===== src/rtl/cr_axis_chk_fifo.sv =====
// cr_axis_chk_fifo: synchronous FIFO holding expected beats. The head word is
// read combinationally because the checker compares against it in the same
// cycle the monitored beat is observed.
module cr_axis_chk_fifo #(
    parameter int W     = 8,
    parameter int DEPTH = 16
) (
    input  logic                     clk,
    input  logic                     rst_n,
    input  logic                     push_i,
    input  logic                     pop_i,
    input  logic [W-1:0]             wdata_i,
    output logic [W-1:0]             rdata_o,
    output logic                     full_o,
    output logic                     empty_o,
    output logic [$clog2(DEPTH):0]   count_o
);
    localparam int AW = $clog2(DEPTH);

    logic [W-1:0]  mem_q [DEPTH];
    logic [AW-1:0] wr_ptr_q;
    logic [AW-1:0] rd_ptr_q;
    logic [AW:0]   count_q;
    logic          do_push;
    logic          do_pop;

    assign full_o  = (count_q == (AW+1)'(DEPTH));
    assign empty_o = (count_q == '0);
    assign count_o = count_q;
    assign do_push = push_i && !full_o;
    assign do_pop  = pop_i && !empty_o;
    assign rdata_o = mem_q[rd_ptr_q];

    // Storage array, written on accepted push only
    always_ff @(posedge clk) begin
        if (do_push) begin
            mem_q[wr_ptr_q] <= wdata_i;
        end
    end

    // Pointers and occupancy; a simultaneous push and pop leaves count unchanged
    always_ff @(posedge clk or negedge rst_n) begin
        if (!rst_n) begin
            wr_ptr_q <= '0;
            rd_ptr_q <= '0;
            count_q  <= '0;
        end else begin
            if (do_push) begin
                wr_ptr_q <= wr_ptr_q + AW'(1);
            end
            if (do_pop) begin
                rd_ptr_q <= rd_ptr_q + AW'(1);
            end
            if (do_push && !do_pop) begin
                count_q <= count_q + (AW+1)'(1);
            end else if (do_pop && !do_push) begin
                count_q <= count_q - (AW+1)'(1);
            end
        end
    end

endmodule


===== config.mk =====
export PLATFORM = sky130hd
export DESIGN_NAME = cr_axis_chk_fifo
export DESIGN_NICKNAME = d
export VERILOG_FILES = /design/src/rtl/cr_axis_chk_fifo.sv
export SDC_FILE = /design/constraint.sdc
export NUM_CORES = 1
export LEC_CHECK = 0
export ABC_AREA = 1
export BUFFER_PORTS_ARGS = -buffer_cell sky130_fd_sc_hd__buf_4
export CELL_PAD_IN_SITES_DETAIL_PLACEMENT = 0
export CELL_PAD_IN_SITES_GLOBAL_PLACEMENT = 1
export CORE_UTILIZATION = 44
export DETAILED_ROUTE_END_ITERATION = 10
export PLACE_DENSITY = 0.75
export SLEW_MARGIN = 15
export SYNTH_ARGS = -nofsm -noshare
export SYNTH_HDL_FRONTEND = slang
export SYNTH_SLANG_ARGS = --single-unit

===== constraint.sdc =====
create_clock -name clk -period 2 [get_ports clk]
set_input_delay 0.5 -clock clk [delete_from_list [all_inputs] [get_ports clk]]
set_output_delay 0.5 -clock clk [all_outputs]
set_load 0.02 [all_outputs]

Yosys cells after proc, flatten, opt, wreduce, memory -nomap -nowiden
Memories as Yosys holds them, arrays and structs flattened.
Index checks and enable logic that the tools add are counted.
{"block": "word_totals", "reg_bits": 13, "ramBits": 128, "output_inout_bits": 15, "word_cells": 23, "n_memories": 1}
{"memory": "mem_q", "depth": 16, "width": 8, "rd": 1, "rd_clocked_by_memory_dff": 0, "wr": 1, "line_no": "20", "text": "logic [W-1:0] mem_q [DEPTH];"}
{"block": "op_classes", "addsub": 4, "n_eq_ne": 1, "n_mux": 4, "reduce_logical": 10}
{"cell": "$mux W5", "n": 2}
{"cell": "$add A4 B1 Y4 const B", "n": 2}
{"cell": "$add A5 B1 Y5 const B", "n": 1}
{"cell": "$eq A5 B5 Y1 const B", "n": 1}
{"cell": "$logic_not A5 Y1", "n": 1}
{"cell": "$sub A5 B1 Y5 const B", "n": 1}
{"cell": "$logic_and A1 B1 Y1", "n": 4}
{"cell": "$logic_not A1 Y1", "n": 4}
{"cell": "$mux W1", "n": 2}
{"cell": "$reduce_bool A2 Y1", "n": 1}

Depth between registers and ports, before layout
Gate-level depths: netlist of the first run.
{"block": "depth", "ltp_word": 7, "mapped_depth": 14}

Least setup slack after synthesis of the first run
OpenSTA, ideal clock, no wires.
{"block": "synth_path", "kind": "flip-flop to flip-flop", "from": "reg count_q[0] (netlist: count_o[0])", "to": "reg count_q[4] (netlist: count_o[4])", "arrival_ns": 1.974, "t_required_ns": 1.883, "setup_slack_ns": -0.091, "stages_incl_launch_ff": 13, "n_path_buf": 0, "period_less_slack_ns": 2.091, "path_cell_list": "dfrtp_1 > nor2_1 > nand4_1 > nand2_1 > ha_1 > inv_1 > fa_1 > nand2_1 > nand3_1 > nand3_1 > nand2_1 > nand2_1 > nand2_1"}
{"block": "synth_via", "elab_chain_len": 6, "elab_cells_between_ends": 15, "classes_between": "add/sub (2); eq/ne (1); mux (2); reduce/logical (10)"}
{"item": "start, declared", "line_no": "23", "text": "logic [AW:0] count_q;"}
{"item": "start signal, assigned", "line_no": "55", "text": "count_q <= count_q + (AW+1)'(1);"}
{"item": "start signal, assigned", "line_no": "57", "text": "count_q <= count_q - (AW+1)'(1);"}
{"item": "branches (longest 6 deep; another with $sub A5 B1 Y5)"}
Several ways; the timed one is not identified. The select of a mux whose other input is x is not followed.
A chain may end at the register's enable or synchronous reset.

Worst setup path after layout of the first run
{"block": "layout_path", "from": "reg rd_ptr_q[0]", "to": "out rdata_o[3]"}
{"block": "layout_via", "elab_chain_len": 1}
{"item": "start, declared", "line_no": "22", "text": "logic [AW-1:0] rd_ptr_q;"}
{"item": "start signal, assigned", "line_no": "52", "text": "rd_ptr_q <= rd_ptr_q + AW'(1);"}
{"item": "$mem_v2 Z16 W8"}
{"item": "end, declared", "line_no": "13", "text": "output logic [W-1:0] rdata_o,"}
Every way passes these cells.

==> flow_summary_export.csv, run 1 <==
group,metric,value,unit
timing,worst_slack,-258,ps
cts,clkTransAtPathRegs,60,ps
place,preCtsSetupSlack,6.54,ps
final_layout,final_nets,712,
power,peakVddDrop,0.799,mV
yosys,ys_types,20,
die,core,0.0139,mm^2
drt,vias,4326,
global_route,grt.total_usage,21.7,%
final_layout,n_antenna_cell,0,
setup_path,critPathKind,"flop to primary output",
setup_path,slowest_delay,460,ps
timing,period_minus_slack,2260,ps
final_layout,stdcell_area,0.00778,mm^2
die,die_area,0.0147,mm^2
setup_path,worstReg2RegStart,"count_o[2]$_DFFE_PN0P_",
yosys,synth_flop_cell,"edfxtp_1",
die,die_x,121,um
cts,cts_tree,"done",
setup_path,worstPathArrival,1760,ps
die,num_rows,43,
global_route,grt_first_pass_wirelength,23000,um
cts,cts_made_buffers,17,
drt,wl,14600,um
setup_path,cpMostUsedCell,"nand2_1",
final_layout,regArea,0.00418,mm^2
global_route,antenna_found_initial,0,
setup_path,cpMaxStageDelayCell,"dfrtp_2",
place,io_buffers,26,
drt,drt_iter0_drc,291,
status,violations,"negative setup slack",
cts,htreeDepth,4,
yosys,synthCells,620,
min_path,min_path_type,"primary input to flop",
timing,maxSlewHeadroom,75.6,%
timing,hold_viol_final,0,
final_layout,syn_to_final_growth,24.7,%
setup_path,cp.required,1500,ps
place,placed_cell_area,0.00689,mm^2
yosys,yosys-top-cells-area,"edfxtp_1, nand2_1, dfrtp_1",
timing,rsz0062_at_grt,"true",
job,drv_cap,0,
yosys,synth-edff-count,128,
min_path,hold_start,"pop_i",
cts,clock_tree.buffer_depth,2,
cts,root_buffer,"clkbuf_16",
yosys,netlist_area,0.00624,mm^2
drt,wl_per_cell,16.6,um
cts,insertion_delay,410,ps
die,io-pin-count,27,
timing,max_clock_freq,0.443,GHz
status,outcome,"complete, but fails checks",
yosys,synth_top_cell_by_area,"edfxtp_1",
setup_path,worst_setup_path_end_kind,"primary output",
setup_path,crit_fanout,16,
setup_path,critPathBufInv,3,
power,power_density,1530,mW/mm^2
final_layout,final_util,56.1,%
final_layout,n_fill_cell,1197,
power,p_leak,3.36,nW
cts,cts.sinks,141,
drt,ant_nets,0,
yosys,synth.top_cell.area_share,61.6,%
final_layout,drive_gt1_share,19.3,%
yosys,yosysSeqAreaShare,66.8,%
timing,setup_viol_count_final,8,
place,hpwlAfterDp,9440,um
timing,worstMarginPinSlew,364,ps
setup_path,cp_top_family,"simple AND/OR/NAND/NOR gates",
timing,min_period_over_period,113,%
final_layout,multi_input_area,0.00182,mm^2
timing,slew_violations,0,
drt,viasPerCell,4.91,
yosys,synth_warnings,0,
setup_path,start_kind,"flop",
drt,drc,0,
place,gp_congestion,0.788,
global_route,grt_max_degree,46,
yosys,syn-num-nets,642,
timing,clock_skew,7.50,ps
yosys,ys_ff_latch,141,
yosys,synth_area_per_cell,10.1,um^2
timing,whs,350,ps
setup_path,critical_path.cell_chain,"inv_4 > buf_12 > nand2_1 > nand2_2 > nand2_1 > nand3_1 > nand2_1 > nand2_1 > buf_6",
global_route,gr-total-overflow,0,
setup_path,crit_start,"rd_ptr_q[0]$_DFFE_PN0P_",
die,start_util,45.0,%
global_route,grt_pass1_vias,4178,
drt,dr.pass1.iters,4,
die,die_h,121,um
yosys,async_flop_share,9.22,%
-- cells in the mapped netlist, types with 5 or more instances --
cell      count
buf_4         5
nor2_1       66
o21ai_0       5
nand3_1      57
inv_1        63
dfrtp_1      13
nand2_1     240
inv_2         5
edfxtp_1    128
buf_2        12
ha_1          9
-- power breakdown --
part / internal (W) / switching [W]
sequential: 0.00360 / 0.000202
clock: 0.00218 / 0.00114
combinational: 0.00187 / 0.00292
total: 0.00766 / 0.00425
-- tightest hold or removal path, cell delays in order --
cell and delay [ps]:
buf_4 100, nand3_1 70, nand2_1 60
-- metrics by stage --
| stage | std cells | TNS [ps] | power, W |
|---|---|---|---|
| after floorplan | 620 | 0 | 0.00653 |
| after global placement | 840 | 0 | 0.00806 |
| after detailed placement | 840 | 0 | 0.00810 |
| after CTS | 876 | -1970 | 0.0118 |
| after global routing | 881 | -2710 | 0.0126 |
| final | 881 | -1760 | 0.0119 |
-- path summary, 6_finish.rpt --
path / to / depth (start not counted) / slack, ps
min: rd_ptr_q[3]$_DFFE_PN0P_ / 3 / 350
min in group asynchronous: count_o[3]$_DFFE_PN0P_ / 2 / 480
max reg2reg: count_o[4]$_DFFE_PN0P_ / 12 / 100
max in group asynchronous: rd_ptr_q[0]$_DFFE_PN0P_ / 2 / 1320
min reg2reg: wr_ptr_q[3]$_DFFE_PN0P_ / 2 / 550
max: rdata_o[3] / 9 / -260
-- cell type report --
| cell class | count | area share (%) |
|---|---|---|
| timing repair buffer | 71 | 8.62 |
| inverter | 69 | 3.46 |
| clock inverter | 13 | 2.56 |
| sequential | 141 | 53.6 |
| multi-input combinational | 390 | 23.4 |
| tap | 180 | 2.89 |
| clock buffer | 17 | 5.47 |
-- placed cells by master, fill, tap and decap left out, types with 8 or more instances in the layout --
master / n
dfrtp_1: 8
nand2_2: 8
nand3_2: 11
buf_4: 56
edfxtp_1: 128
nand3_1: 46
inv_1: 61
nand2_1: 231
nor2_1: 64
clkbuf_16: 17
-- state kept, by name (all words and copies together), names as in the netlist --
name,cells
wr_ptr_q,4
mem_q,128
rd_ptr_q,4
count_o,5
-- repair_timing --
| item | 4_1_cts | 5_1_grt |
|---|---|---|
| endpoints found under the setup margin | 10 | 11 |
| hold buffers | 1 | 0 |
| resized for setup | 22 | 14 |
| buffers inserted | 3 | 5 |
| pin swaps | 6 | 7 |
| gates cloned | 2 | 0 |
| hold endpoints to repair | 13 | 0 |
-- cells by family (layout without fill, tap and decap cells) --
logic type	Yosys count	in the layout	share of synthesized area [%]
AOI/OAI and AO/OA	6	6	0.481
xor gates and xnor gates	6	6	0.842
adders and majority gates	10	10	2.12
buffers and inverters	90	170	6.19
DFF	141	141	66.8
and+or+nand+nor	367	368	23.6
-- metal layers --
metal	share of wire, %	GRT usage [%]	vias up
li1	-	-	2138
met2	50	34.8	107
met4	1.6	7.95	0
met3	4.3	4.65	17
met5	0	0	-
met1	44	29.0	2064
Note: power is estimated with default switching activity, not from simulation.
==> run 2: changes to the inputs <==
--- a/config.mk
+++ b/config.mk
@@ -10,6 +10,7 @@
 export CELL_PAD_IN_SITES_DETAIL_PLACEMENT = 0
 export CELL_PAD_IN_SITES_GLOBAL_PLACEMENT = 1
 export CORE_UTILIZATION = 44
+export CTS_CLUSTER_DIAMETER = 100
 export DETAILED_ROUTE_END_ITERATION = 10
 export PLACE_DENSITY = 0.75
 export SLEW_MARGIN = 15
==> constraint.sdc (replaced) <==
create_clock -name clk -period 2 [get_ports clk]
set_input_delay 0.2 -clock clk [delete_from_list [all_inputs] [get_ports clk]]
set_output_delay 0.2 -clock clk [all_outputs]
set_load 0.02 [all_outputs]
==> flow_summary_export.csv, run 2 (synthesized netlist as in run 1, its figures left out) <==
group,metric,value,unit
setup_path,cp.required,1800,ps
place,gp_congestion,0.852,
timing,hold_viol_final,0,
drt,wl_per_cell,17.1,um
final_layout,drive_gt1_share,21.9,%
drt,dr.pass1.iters,5,
power,intPower,0.00726,W
power,p_seq_share,32.5,%
setup_path,start_kind,"flop",
die,io-pin-count,27,
global_route,grt.total_usage,20.3,%
setup_path,worstReg2RegStart,"count_o[2]$_DFFE_PN0P_",
final_layout,n_antenna_cell,0,
status,violations,"negative setup slack",
setup_path,worst_setup_path_end_kind,"primary output",
cts,clock_tree.buffer_depth,2,
setup_path,r2r_setup_slack,140,ps
die,die_h,121,um
final_layout,syn_to_final_growth,24.1,%
power,clkPwrFrac,23.8,%
final_layout,final_cell_mix,"nand2_1, edfxtp_1, inv_1",
drt,viasPerCell,4.98,
drt,drc,0,
timing,clock_skew,5.93,ps
timing,min_period_over_period,101,%
cts,cts_made_buffers,17,
setup_path,reg2reg_to,"count_o[4]$_DFFE_PN0P_",
min_path,holdPathStages,3,
die,num_rows,43,
place,hpwlAfterDp,8890,um
die,start_util,45.0,%
global_route,gr-total-overflow,0,
final_layout,largest_register_ffs,128,
cts,root_buffer,"clkbuf_16",
final_layout,n_fill_cell,1166,
power,power_density,1520,mW/mm^2
drt,vias,4378,
job,drv_cap,0,
cts,htreeDepth,4,
timing,setup_viol_count_final,1,
timing,whs,42.4,ps
timing,worst_slack,-14.7,ps
timing,period_minus_slack,2010,ps
setup_path,worstPathArrival,1810,ps
setup_path,crit_fanout,18,
die,core,0.0139,mm^2
cts,cts.sinks,141,
cts,insertion_delay,420,ps
global_route,grt_pass1_vias,3908,
global_route,antenna_found_initial,0,
setup_path,critPathKind,"flop to primary output",
min_path,min_path_type,"primary input to flop",
place,io_buffers,26,
timing,maxSlewHeadroom,53.5,%
die,die_x,121,um
timing,tns,-14.7,ps
place,placed_cell_area,0.00676,mm^2
final_layout,regMostFlops,"mem_q",
final_layout,final_nets,709,
cts,clkTransAtPathRegs,50,ps
power,p_switching,0.00448,W
timing,rsz0062_at_grt,"true",
final_layout,stdcell_area,0.00775,mm^2
setup_path,reg2regPathDepth,12,
timing,slew_violations,0,
power,peakVddDrop,0.618,mV
final_layout,final_common_cell,"nand2_1",
power,p_sw_share,38.2,%
power,combPwrFrac,43.6,%
timing,max_clock_freq,0.496,GHz
power,finalPower,0.0117,W
timing,worstMarginPinSlew,694,ps
drt,drt_iter0_drc,291,
global_route,grt_max_degree,47,
min_path,hold_start,"pop_i",
min_path,min_to,"rd_ptr_q[3]$_DFFE_PN0P_",
drt,ant_nets,0,
global_route,grt_first_pass_wirelength,21300,um
status,outcome,"complete, but fails checks",
place,preCtsSetupSlack,-11.8,ps
die,die_area,0.0147,mm^2
drt,wl,15000,um
cts,cts_tree,"done",
power,p_leak,3.31,nW
==> run 2: area by class of cell <==
class                           count  area, um^2  share of cell area, %
Inverter                           69         274                   3.54
Tap cell                          180         225                   2.91
Clock inverter                     11        76.3                  0.985
Sequential cell                   141        4180                   53.9
Multi-Input combinational cell    390        1900                   24.5
Clock buffer                       21         440                   5.69
Timing Repair Buffer               66         644                   8.32
Timing Repair inverter              2        12.5                  0.162
==> run 2: worst max-delay path, stage by stage (launching register included) <==
cell     delay (ps)
dfrtp_2         460
buf_12          170
buf_12          160
nand2_1          80
nand3_2         100
nand3_2         120
nand2_2         100
nand2_1          60
buf_4           150
==> run 2: metal layers <==
metal	vias up	routed length (um)	GRT usage [%]
met5	-	0	0
met3	25	811	4.42
li1	2138	-	-
met4	0	317	8.64
met2	134	7220	31.7
met1	2081	6690	27.3
==> run 2: what timing repair did <==
| item | in CTS | in global routing |
|---|---|---|
| setup endpoints to repair | 9 | 50 |
| setup buffers | 2 | 7 |
| cloned | 1 | 6 |
| resized for setup | 23 | 55 |
| hold buffers | 1 | 0 |
| endpoints found under the hold margin | 13 | 0 |
| pin swaps | 0 | 12 |
==> run 2: power by group through the flow <==
| stage | combinational, W | clock (W) | sequential [W] |
|---|---|---|---|
| 2_1_floorplan | 0.00265 | 0 | 0.00388 |
| 4_1_cts | 0.00428 | 0.00283 | 0.00383 |
| 3_3_place_gp | 0.00400 | 0 | 0.00385 |
| 3_5_place_dp | 0.00406 | 0 | 0.00386 |
| 5_1_grt | 0.00560 | 0.00295 | 0.00385 |
| 6_report | 0.00512 | 0.00280 | 0.00382 |
==> run 2: worst max-delay path by stage <==
stage	from	cells past startpoint	slack [ps]	to
detailed placement	count_o[2]$_DFFE_PN0P_	13	-10	count_o[4]$_DFFE_PN0P_
floorplan	count_o[0]$_DFFE_PN0P_	12	30	count_o[4]$_DFFE_PN0P_
global route	rd_ptr_q[0]$_DFFE_PN0P_	9	-90	rdata_o[4]
CTS	rd_ptr_q[0]$_DFFE_PN0P_	8	-50	rdata_o[4]
global placement	count_o[2]$_DFFE_PN0P_	13	70	count_o[4]$_DFFE_PN0P_
finish	rd_ptr_q[0]$_DFFE_PN0P_	8	-10	rdata_o[3]
==> run 2: through the flow <==
stage          cells  utilization [%]
3_3_place_gp     831             48.7
5_1_grt          880             55.8
6_report         880             55.8
4_1_cts          867             53.2
3_5_place_dp     831             48.7
2_1_floorplan    620                -
